## src/rtl/regbank_pkg.sv

```systemverilog
// Shared types and defaults for the register-bank write-back arbiter.
// Optional feature macro: REGBANK_X0_HARDWIRE_EN (address 0 hardwired constant).
package regbank_pkg;

  localparam int RB_ADDR_WIDTH = 6;
  localparam int RB_DATA_WIDTH = 32;
  localparam int RB_NUM_REGS   = 64;

  // Side that received the most recent grant.
  typedef enum logic {
    GNT_ALU = 1'b0,
    GNT_MEM = 1'b1
  } last_e;

  // One write-back request as seen by the arbiter.
  typedef struct packed {
    logic                     valid;
    logic [RB_ADDR_WIDTH-1:0] addr;
    logic [RB_DATA_WIDTH-1:0] data;
  } wb_req_t;

endpackage

```

## src/rtl/regbank_scoreboard.sv

```systemverilog
// Load scoreboard: busy bit per register, running busy count, RAW hazard flag.
// Optional feature macro: REGBANK_X0_HARDWIRE_EN (register 0 never busy/hazardous).
module regbank_scoreboard
  import regbank_pkg::*;
#(
  parameter int ADDR_WIDTH = RB_ADDR_WIDTH,
  parameter int NUM_REGS   = RB_NUM_REGS
) (
  input  logic                  clk,
  input  logic                  rst_n,
  input  logic                  ld_issue_i,
  input  logic [ADDR_WIDTH-1:0] ld_addr_i,
  input  logic                  clr_i,
  input  logic [ADDR_WIDTH-1:0] clr_addr_i,
  input  logic [ADDR_WIDTH-1:0] src_a_i,
  input  logic [ADDR_WIDTH-1:0] src_b_i,
  output logic                  hazard_o,
  output logic [ADDR_WIDTH:0]   pend_cnt_o
);

  localparam int CW = ADDR_WIDTH + 1;

  logic [NUM_REGS-1:0] busy_q, busy_d;
  logic [CW-1:0]       cnt_q, cnt_d;
  logic                set, inc, dec;

  // Next busy vector and incremental count; a set beats a clear on the same register.
  always_comb begin
`ifdef REGBANK_X0_HARDWIRE_EN
    set = ld_issue_i & (|ld_addr_i);
`else
    set = ld_issue_i;
`endif
    inc    = set & ~busy_q[ld_addr_i];
    dec    = clr_i & busy_q[clr_addr_i] & ~(set & (ld_addr_i == clr_addr_i));
    busy_d = busy_q;
    if (clr_i) busy_d[clr_addr_i] = 1'b0;
    if (set)   busy_d[ld_addr_i]  = 1'b1;
    cnt_d  = cnt_q + CW'(inc) - CW'(dec);
  end

  // Scoreboard state.
  always_ff @(posedge clk or negedge rst_n) begin
    if (!rst_n) begin
      busy_q <= '0;
      cnt_q  <= '0;
    end else begin
      busy_q <= busy_d;
      cnt_q  <= cnt_d;
    end
  end

  // Hazard looks only at registered state, so a clear this cycle is not bypassed.
  always_comb begin
`ifdef REGBANK_X0_HARDWIRE_EN
    hazard_o = (busy_q[src_a_i] & (|src_a_i)) | (busy_q[src_b_i] & (|src_b_i));
`else
    hazard_o = busy_q[src_a_i] | busy_q[src_b_i];
`endif
  end

  assign pend_cnt_o = cnt_q;

endmodule

```

## src/rtl/regbank_wb_arbiter.sv

```systemverilog
// Round-robin ALU/MEM write-back arbiter with a registered register-bank write port.
// Same-address collisions grant MEM first so the younger ALU value lands last.
// Optional feature macro: REGBANK_X0_HARDWIRE_EN (address 0 hardwired constant).
module regbank_wb_arbiter
  import regbank_pkg::*;
#(
  parameter int ADDR_WIDTH = RB_ADDR_WIDTH,
  parameter int DATA_WIDTH = RB_DATA_WIDTH,
  parameter int NUM_REGS   = RB_NUM_REGS
) (
  input  logic                  CLK,
  input  logic                  RST_N,
  input  logic                  ALU_VALID,
  input  logic [ADDR_WIDTH-1:0] ALU_ADDR,
  input  logic [DATA_WIDTH-1:0] ALU_DATA,
  output logic                  ALU_READY,
  input  logic                  MEM_VALID,
  input  logic [ADDR_WIDTH-1:0] MEM_ADDR,
  input  logic [DATA_WIDTH-1:0] MEM_DATA,
  output logic                  MEM_READY,
  input  logic                  LD_ISSUE,
  input  logic [ADDR_WIDTH-1:0] LD_ADDR,
  input  logic [ADDR_WIDTH-1:0] SRC_A,
  input  logic [ADDR_WIDTH-1:0] SRC_B,
  output logic                  HAZARD,
  output logic                  WR_EN,
  output logic [ADDR_WIDTH-1:0] WR_ADDR,
  output logic [DATA_WIDTH-1:0] WR_DATA,
  output logic [ADDR_WIDTH:0]   PEND_CNT
);

  wb_req_t alu_req, mem_req, win_req;
  last_e   last_q, last_d;
  logic    coll, alu_gnt, mem_gnt, xfer, wr_en_d;
  logic    wr_en_q;
  logic [ADDR_WIDTH-1:0] wr_addr_q;
  logic [DATA_WIDTH-1:0] wr_data_q;

  assign alu_req = '{valid: ALU_VALID, addr: ALU_ADDR, data: ALU_DATA};
  assign mem_req = '{valid: MEM_VALID, addr: MEM_ADDR, data: MEM_DATA};

  // Grant selection: lone requester wins, collisions favour MEM, otherwise alternate.
  always_comb begin
    coll = alu_req.valid & mem_req.valid & (alu_req.addr == mem_req.addr);
`ifdef REGBANK_X0_HARDWIRE_EN
    coll = coll & (|mem_req.addr);
`endif
    mem_gnt = mem_req.valid & (~alu_req.valid | coll | (last_q == GNT_ALU));
    alu_gnt = alu_req.valid & ~mem_gnt;
    xfer    = alu_gnt | mem_gnt;
    win_req = mem_gnt ? mem_req : alu_req;
    wr_en_d = xfer;
`ifdef REGBANK_X0_HARDWIRE_EN
    wr_en_d = xfer & (|win_req.addr);
`endif
    last_d = last_q;
    if (mem_gnt)      last_d = GNT_MEM;
    else if (alu_gnt) last_d = GNT_ALU;
  end

  // Arbiter state and one-cycle write pipeline; reset drops any pending write.
  always_ff @(posedge CLK or negedge RST_N) begin
    if (!RST_N) begin
      last_q    <= GNT_ALU;
      wr_en_q   <= 1'b0;
      wr_addr_q <= '0;
      wr_data_q <= '0;
    end else begin
      last_q  <= last_d;
      wr_en_q <= wr_en_d;
      if (xfer) begin
        wr_addr_q <= win_req.addr;
        wr_data_q <= win_req.data;
      end
    end
  end

  assign ALU_READY = alu_gnt;
  assign MEM_READY = mem_gnt;
  assign WR_EN     = wr_en_q;
  assign WR_ADDR   = wr_addr_q;
  assign WR_DATA   = wr_data_q;

  regbank_scoreboard #(
    .ADDR_WIDTH (ADDR_WIDTH),
    .NUM_REGS   (NUM_REGS)
  ) u_sb (
    .clk        (CLK),
    .rst_n      (RST_N),
    .ld_issue_i (LD_ISSUE),
    .ld_addr_i  (LD_ADDR),
    .clr_i      (mem_gnt),
    .clr_addr_i (MEM_ADDR),
    .src_a_i    (SRC_A),
    .src_b_i    (SRC_B),
    .hazard_o   (HAZARD),
    .pend_cnt_o (PEND_CNT)
  );

endmodule
```

## config.mk

```make
export PLATFORM = sky130hd
export DESIGN_NAME = regbank_wb_arbiter
export DESIGN_NICKNAME = d
export VERILOG_FILES = /design/src/rtl/regbank_pkg.sv /design/src/rtl/regbank_scoreboard.sv /design/src/rtl/regbank_wb_arbiter.sv
export SDC_FILE = /design/constraint.sdc
export NUM_CORES = 1
export LEC_CHECK = 0
export CAP_MARGIN = 20
export CORE_UTILIZATION = 50
export CTS_CLUSTER_DIAMETER = 80
export CTS_CLUSTER_SIZE = 20
export DETAILED_ROUTE_END_ITERATION = 6
export MAX_ROUTING_LAYER = met4
export PLACE_DENSITY = 0.79
export REMOVE_ABC_BUFFERS = 1
export SETUP_SLACK_MARGIN = 0.02
export SLEW_MARGIN = 20
export SYNTH_ARGS = -nofsm -noshare
export SYNTH_HDL_FRONTEND = slang
export SYNTH_SLANG_ARGS = --single-unit
```

## constraint.sdc

```tcl
create_clock -name CLK -period 3.5 [get_ports CLK]
set_input_delay 0.875 -clock CLK [delete_from_list [all_inputs] [get_ports CLK]]
set_output_delay 0.875 -clock CLK [all_outputs]
set_load 0.03 [all_outputs]
```

Word-level counts from Yosys, hierarchy flattened

Cells that the tools add are included.

Flip-flop bits (word level): 111
Word-level logic and storage cells: 56
Input port bits: 99
Output and inout bits: 49

Multiplexer cells: 17
Equal/unequal tests: 2
Reduce and logical (&&, ||, !) cells: 3
Add/sub/neg operators: 2
Order comparisons: 6
Bitwise gates (word level): 20

Operator list:

| cell                                                                   | count |
|---|---|
| 64-bit 2-to-1 mux                                                      | 2 |
| 64-bit bitwise AND                                                     | 1 |
| 64-bit NOT                                                             | 1 |
| 64-bit bitwise OR                                                      | 1 |
| 38-bit 2-to-1 mux                                                      | 1 |
| 6-bit by 7-bit < comparator with 1-bit output (second input constant)  | 4 |
| 1-bit binary-select mux with 6-bit select                              | 4 |
| 1-bit demux with 6-bit select                                          | 2 |
| 6-bit == test                                                          | 2 |
| 6-bit by 1-bit >= comparator with 1-bit output (second input constant) | 2 |
| 1-bit bitwise AND                                                      | 8 |
| 1-bit 2-to-1 mux                                                       | 8 |
| 7-bit by 1-bit adder with 7-bit output                                 | 1 |
| 7-bit by 1-bit subtractor with 7-bit output                            | 1 |
| 1-bit NOT                                                              | 5 |
| 1-bit bitwise OR                                                       | 4 |
| 1-bit logical AND                                                      | 2 |
| 2-bit nonzero test                                                     | 1 |

Logic depth before layout (Yosys ltp)

Word-level depth: 9
Gate-level depth with buffers: 17
Gate-level depth less buffers: 14

Modules after synthesis

A second synthesis with hierarchy kept.

Cell total of the unflattened synthesis: 927
Area total of the unflattened synthesis: 8675.8 µm²

By module, submodules not included:

| module             | seq. area each (µm²) | area each (µm²) | cells an instance | instances |
|---|---|---|---|---|
| regbank_scoreboard | 1776.7               | 5330.1          | 528               | 1 |
| regbank_wb_arbiter | 1001.0               | 3345.7          | 399               | 1 |

Least setup slack after synthesis

OpenSTA, ideal clock, no wires.

Kind: input to register
From: input port MEM_ADDR[1]
To: register u_sb.cnt_q[6], in the netlist u_sb.pend_cnt_o[6]
Cell stages on the path: 16
Data required time: 3.420 ns
Data arrival time: 3.767 ns
Setup slack: -0.347 ns
Setup time: 0.080 ns
Cells stage by stage: buf_2 > buf_4 > buf_2 > a221oi_1 > o22ai_1 > a211o_1 > nor4_1 > ha_1 > inv_1 > ha_1 > fa_1 > a21o_1 > a21oi_1 > o21bai_1 > a21oi_1 > xnor2_1

Word-level cells in the longest chain between the ends: 8
Elaborated cells between the ends (all ways): 13
Those cells by class: add/sub (1); eq/ne (2); mux (2); bitwise (8)

RTL lines:

| item                                                                              | line                     | RTL |
|---|---|---|
| start: declaration                                                                | regbank_wb_arbiter.sv:18 | `input logic [ADDR_WIDTH-1:0] MEM_ADDR,` |
| branches (longest 6 deep; another with 1-bit binary-select mux with 6-bit select) | n/a                      |  |
| 1-bit bitwise AND (*)                                                             | regbank_scoreboard.sv:35 | `dec = clr_i & busy_q[clr_addr_i] & ~(set & (ld_addr_i == clr_addr_i));` |
| 7-bit by 1-bit subtractor with 7-bit output (*)                                   | regbank_scoreboard.sv:39 | `cnt_d = cnt_q + CW'(inc) - CW'(dec);` |
| via u_sb.cnt_d[6]                                                                 | regbank_scoreboard.sv:24 | `logic [CW-1:0] cnt_q, cnt_d;` |
| end signal: assignment                                                            | regbank_scoreboard.sv:49 | `cnt_q <= cnt_d;` |
| end: declaration                                                                  | regbank_scoreboard.sv:24 |  |

Mark *: on every way through the listed nets, which the timed path passes. The select of a mux whose other input is x is not followed.
A chain may end at the register's enable or synchronous reset.

Worst setup path after layout

From: input port MEM_ADDR[2]
To: register u_sb.cnt_q[6], in the netlist u_sb.pend_cnt_o[6]

The elaborated chain is that of the path after synthesis.

==> reports/qor.tcl <==
set qor(critical_path.startpoint_type) {input port}
set qor(maximum_number_of_pins_on_one_net_before_global_route_repair) 103
set qor(fin_crit_ns) 3.447
set qor(worstHoldPathCells) 1
set qor(met2RoutedLength_mm) 14.42
set qor(post_route_ant_nets) 0
set qor(place_congestion) 1.002
set qor(max_slew_margin) 0.2778
set qor(yosys.cell_count.top_type) {dfrtp_1}
set qor(endpoint_kind) {register}
set qor(worst_path_max_delay_cell) {mux4_2}
set qor(critical_path_type) {input port to register}
set qor(crit_path_cell_trace) {buf_12 > buf_4 > nor2b_1 > mux4_2 > o21bai_4 > o221ai_4 > nor4_4 > ha_4 > inv_2 > ha_4 > fa_2 > a21o_1 > a21oi_2 > o21bai_1 > a21oi_1 > xnor2_1}
set qor(vias_in_the_first_global_route) 8377
set qor(fp.dieH_um) 127.5
set qor(post_synth_num_cell_types) 60
set qor(max-vdd-ir-drop_v) 0.0004549
set qor(floorplan.die_area_um2) 16250
set qor(crit_top_cell) {ha_4}
set qor(netlist.area_leader.share) 0.3529
set qor(worst-path-max-fanout) 11
set qor(site_row_count) 45
set qor(vias_per_inst) 6.724
set qor(fin_nets) 1182
set qor(crit_arrival_ns) 3.73
set qor(synth_top_flop_cell) {dfrtp_1}
set qor(final.period_utilization) 0.9848
set qor(worst_path_dominant_cell_family) {compound AO/OA/AOI/OAI gates}
set qor(p_comb_frac) 0.452
set qor(ctsLongestPathBuffers) 2
set qor(hold-worst-slack_ns) 0.5173
set qor(grt_first_pass_wirelength_mm) 47.77
set qor(synth.cell_area_um2) 7871
set qor(synth-edff-count) 0
set qor(power.share.switching) 0.3755
set qor(worst-slew-pin-transition_ns) 1.083
set qor(drt_iter0_drc) 1073
set qor(timing_max_transition_violations_final) 0
set qor(pwr-share-clk) 0.189
set qor(initial_core_util) 0.5159
set qor(fp.coreArea_um2) 15260
set qor(status) {finished, final reports clean}
set qor(max_freq_ghz) 0.2901
set qor(synth.area.top_cells) {dfrtp_1 35%, mux4_2 12%, a221o_1 5.2%, a22o_1 4.1%, nor2_1 3.8%}
set qor(worst_setup_hold_path_clk_slew_ns) 0.07
set qor(numCtsBuffers) 9
set qor(detail_route.first_pass.iterations) 5
set qor(final.setup_skew_ns) 0.004084
set qor(multi_input_logic_area_um2) 4918
set qor(timing.reg2reg.worst_path_depth) 14
set qor(flow.area_growth_from_synthesis_pct) 45.37
set qor(number_of_buffers_and_inverters_on_the_critical_path) 3
set qor(synth.ff_latch_count) 111
set qor(cellPowerDensity_nw_per_um2) 450.7
set qor(global_route.overflow_total) 0
set qor(nFillCells) 1055
set qor(grtUsageTotal) 0.4053
set qor(finalSetupViolCount) 0
set qor(tritoncts_clock_tree) {done}
set qor(synth_largest_area_cell) {dfrtp_1}
set qor(io_pins) 148
set qor(htree_levels) 3
set qor(synth-async-reset-ratio) 1.000
set qor(wirelength_met1_mm) 11.75
set qor(timing.max_cap.violations) 0
set qor(dp_hpwl_mm) 21.77
set qor(topRoutingLayerUsed) {met4}
set qor(leakage_nw) 4.769
set qor(rsz_0062_raised_after_global_routing) {yes}
set qor(synth.yosys.warnings) 0
set qor(ys_seq_area_frac) 0.3529
set qor(post-route-drc-count) 0
set qor(crit_cells) 16
set qor(synth_cells) 818
set qor(final_layout_size_suffix_gt1_frac) 0.3046
set qor(switching_power_mw) 1.936
set qor(route.final.wire_length_mm) 31.68
set qor(sequential_cell_area_um2) 2778
set qor(totalNegativeSetupSlack_ns) 0
set qor(worstPathRequired_ns) 3.78
set qor(port_buffers) 147
set qor(n_antenna_cell) 0
set qor(p_int_mw) 3.221
set qor(syn_avg_cell_area_um2) 9.623
set qor(cts.root.buffer_cell) {clkbuf_16}
set qor(width_of_the_chip_um) 127.5
set qor(worst_hold_path_type) {register to register}
set qor(max_stage_delay_ns) 0.50
set qor(antenna_violations_before_repair) 0
set qor(cts.sink_count) 111
set qor(netlist_top_cells_count) {111 x dfrtp_1, 79 x nor2_1, 63 x nand2_1, 48 x nand3_1}
set qor(detailroute.wirelength.met3_mm) 3.698
set qor(routed_wire_length_per_instance_um) 24.54
set qor(ctsHoldBuffers) 0
set qor(hold_violations) 0
set qor(share_seq_of_total_power) 0.359
set qor(dr_total_vias) 8681
set qor(clock_latency_ns) 0.36
==> per-stage QoR <==
stage | std cells | setup slack (ns) | total power [mW] | utilization | cell area (µm²)
4_1_cts | 1285 | -0.05961 | 5.022 | 0.7352 | 11220
3_3_place_gp | 1235 | -0.9471 | 3.904 | 0.6849 | 10450
2_1_floorplan | 728 | -3.284 | 2.876 | - | 7476
6_report | 1291 | 0.05321 | 5.157 | 0.7499 | 11440
5_1_grt | 1291 | -0.07636 | 5.357 | 0.7499 | 11440
3_5_place_dp | 1235 | -1.067 | 3.946 | 0.6849 | 10450
==> sequential cells by signal (all words and copies together) (netlist names) <==
name             flops
u_sb.busy_q         64
WR_DATA             32
u_sb.pend_cnt_o      7
WR_ADDR              6
WR_EN                1
last_q               1
==> power groups by stage <==
stage,clock network (mW),logic (mW),registers (mW)
after floorplan,0,0.951,1.92
after global placement,0,2.07,1.84
after detailed placement,0,2.11,1.84
after CTS,0.980,2.22,1.82
after global routing,1.03,2.47,1.86
final,0.974,2.33,1.85
==> kinds of logic (layout without fill, tap and decap cells) <==
| logic type | Yosys count | in the layout | synth area share |
|---|---|---|---|
| and+or+nand+nor | 285 | 285 | 0.1742 |
| AOI/OAI and AO/OA | 216 | 216 | 0.2170 |
| DFF | 111 | 111 | 0.3529 |
| buffers and inverters | 111 | 373 | 0.06025 |
| muxes | 69 | 69 | 0.1620 |
| xor gates and xnor gates | 18 | 18 | 0.02003 |
| adders and majority gates | 8 | 8 | 0.01367 |
==> what timing repair did <==
action,in CTS,in global routing
pin swaps,26,35
endpoints found under the hold margin,0,0
setup buffers,29,9
cloned,5,0
resized for setup,87,52
endpoints found under the setup margin,51,6
==> worst paths after layout <==
path / start / end / slack, ns
setup / recovery: MEM_ADDR[2] / u_sb.pend_cnt_o[6] / 0.05
hold reg to reg: WR_DATA[10] / WR_DATA[10] / 0.52
hold / removal: WR_DATA[10] / WR_DATA[10] / 0.52
min in group asynchronous: RST_N / WR_DATA[0] / 0.55
setup reg to reg: u_sb.busy_q[55] / u_sb.pend_cnt_o[6] / 0.33
max in group asynchronous: RST_N / u_sb.busy_q[6] / 2.14
==> layout make-up <==
| class | count | area share |
|---|---|---|
| Inverter | 21 | 0.007217 |
| Timing Repair Buffer | 336 | 0.2738 |
| Clock buffer | 11 | 0.02034 |
| Clock inverter | 5 | 0.002952 |
| Multi-Input combinational cell | 596 | 0.4299 |
| Sequential cell | 111 | 0.2428 |
| Tap cell | 211 | 0.02307 |
==> layout by cell type, fill, tap and decap left out, types with 14 or more instances in the layout <==
master / Yosys / final
buf_4: 3 / 161
inv_1: 19 / 17
mux4_2: 43 / 43
nand4_1: 37 / 37
buf_6: 1 / 14
nor2_1: 79 / 78
clkdlybuf4s50_1: 0 / 121
a22o_1: 37 / 37
a21oi_1: 44 / 40
a221o_1: 41 / 41
nand2_1: 63 / 63
o2bb2ai_1: 25 / 25
nand3_1: 48 / 46
dfrtp_1: 111 / 111
==> layer usage <==
layer / up-vias / track usage
met3: 149 / 0.08836
met1: 4168 / 0.5033
met5: - / -
met2: 709 / 0.6194
met4: 0 / 0.2199
li1: 3655 / -
(Power assumes the default switching activity.)
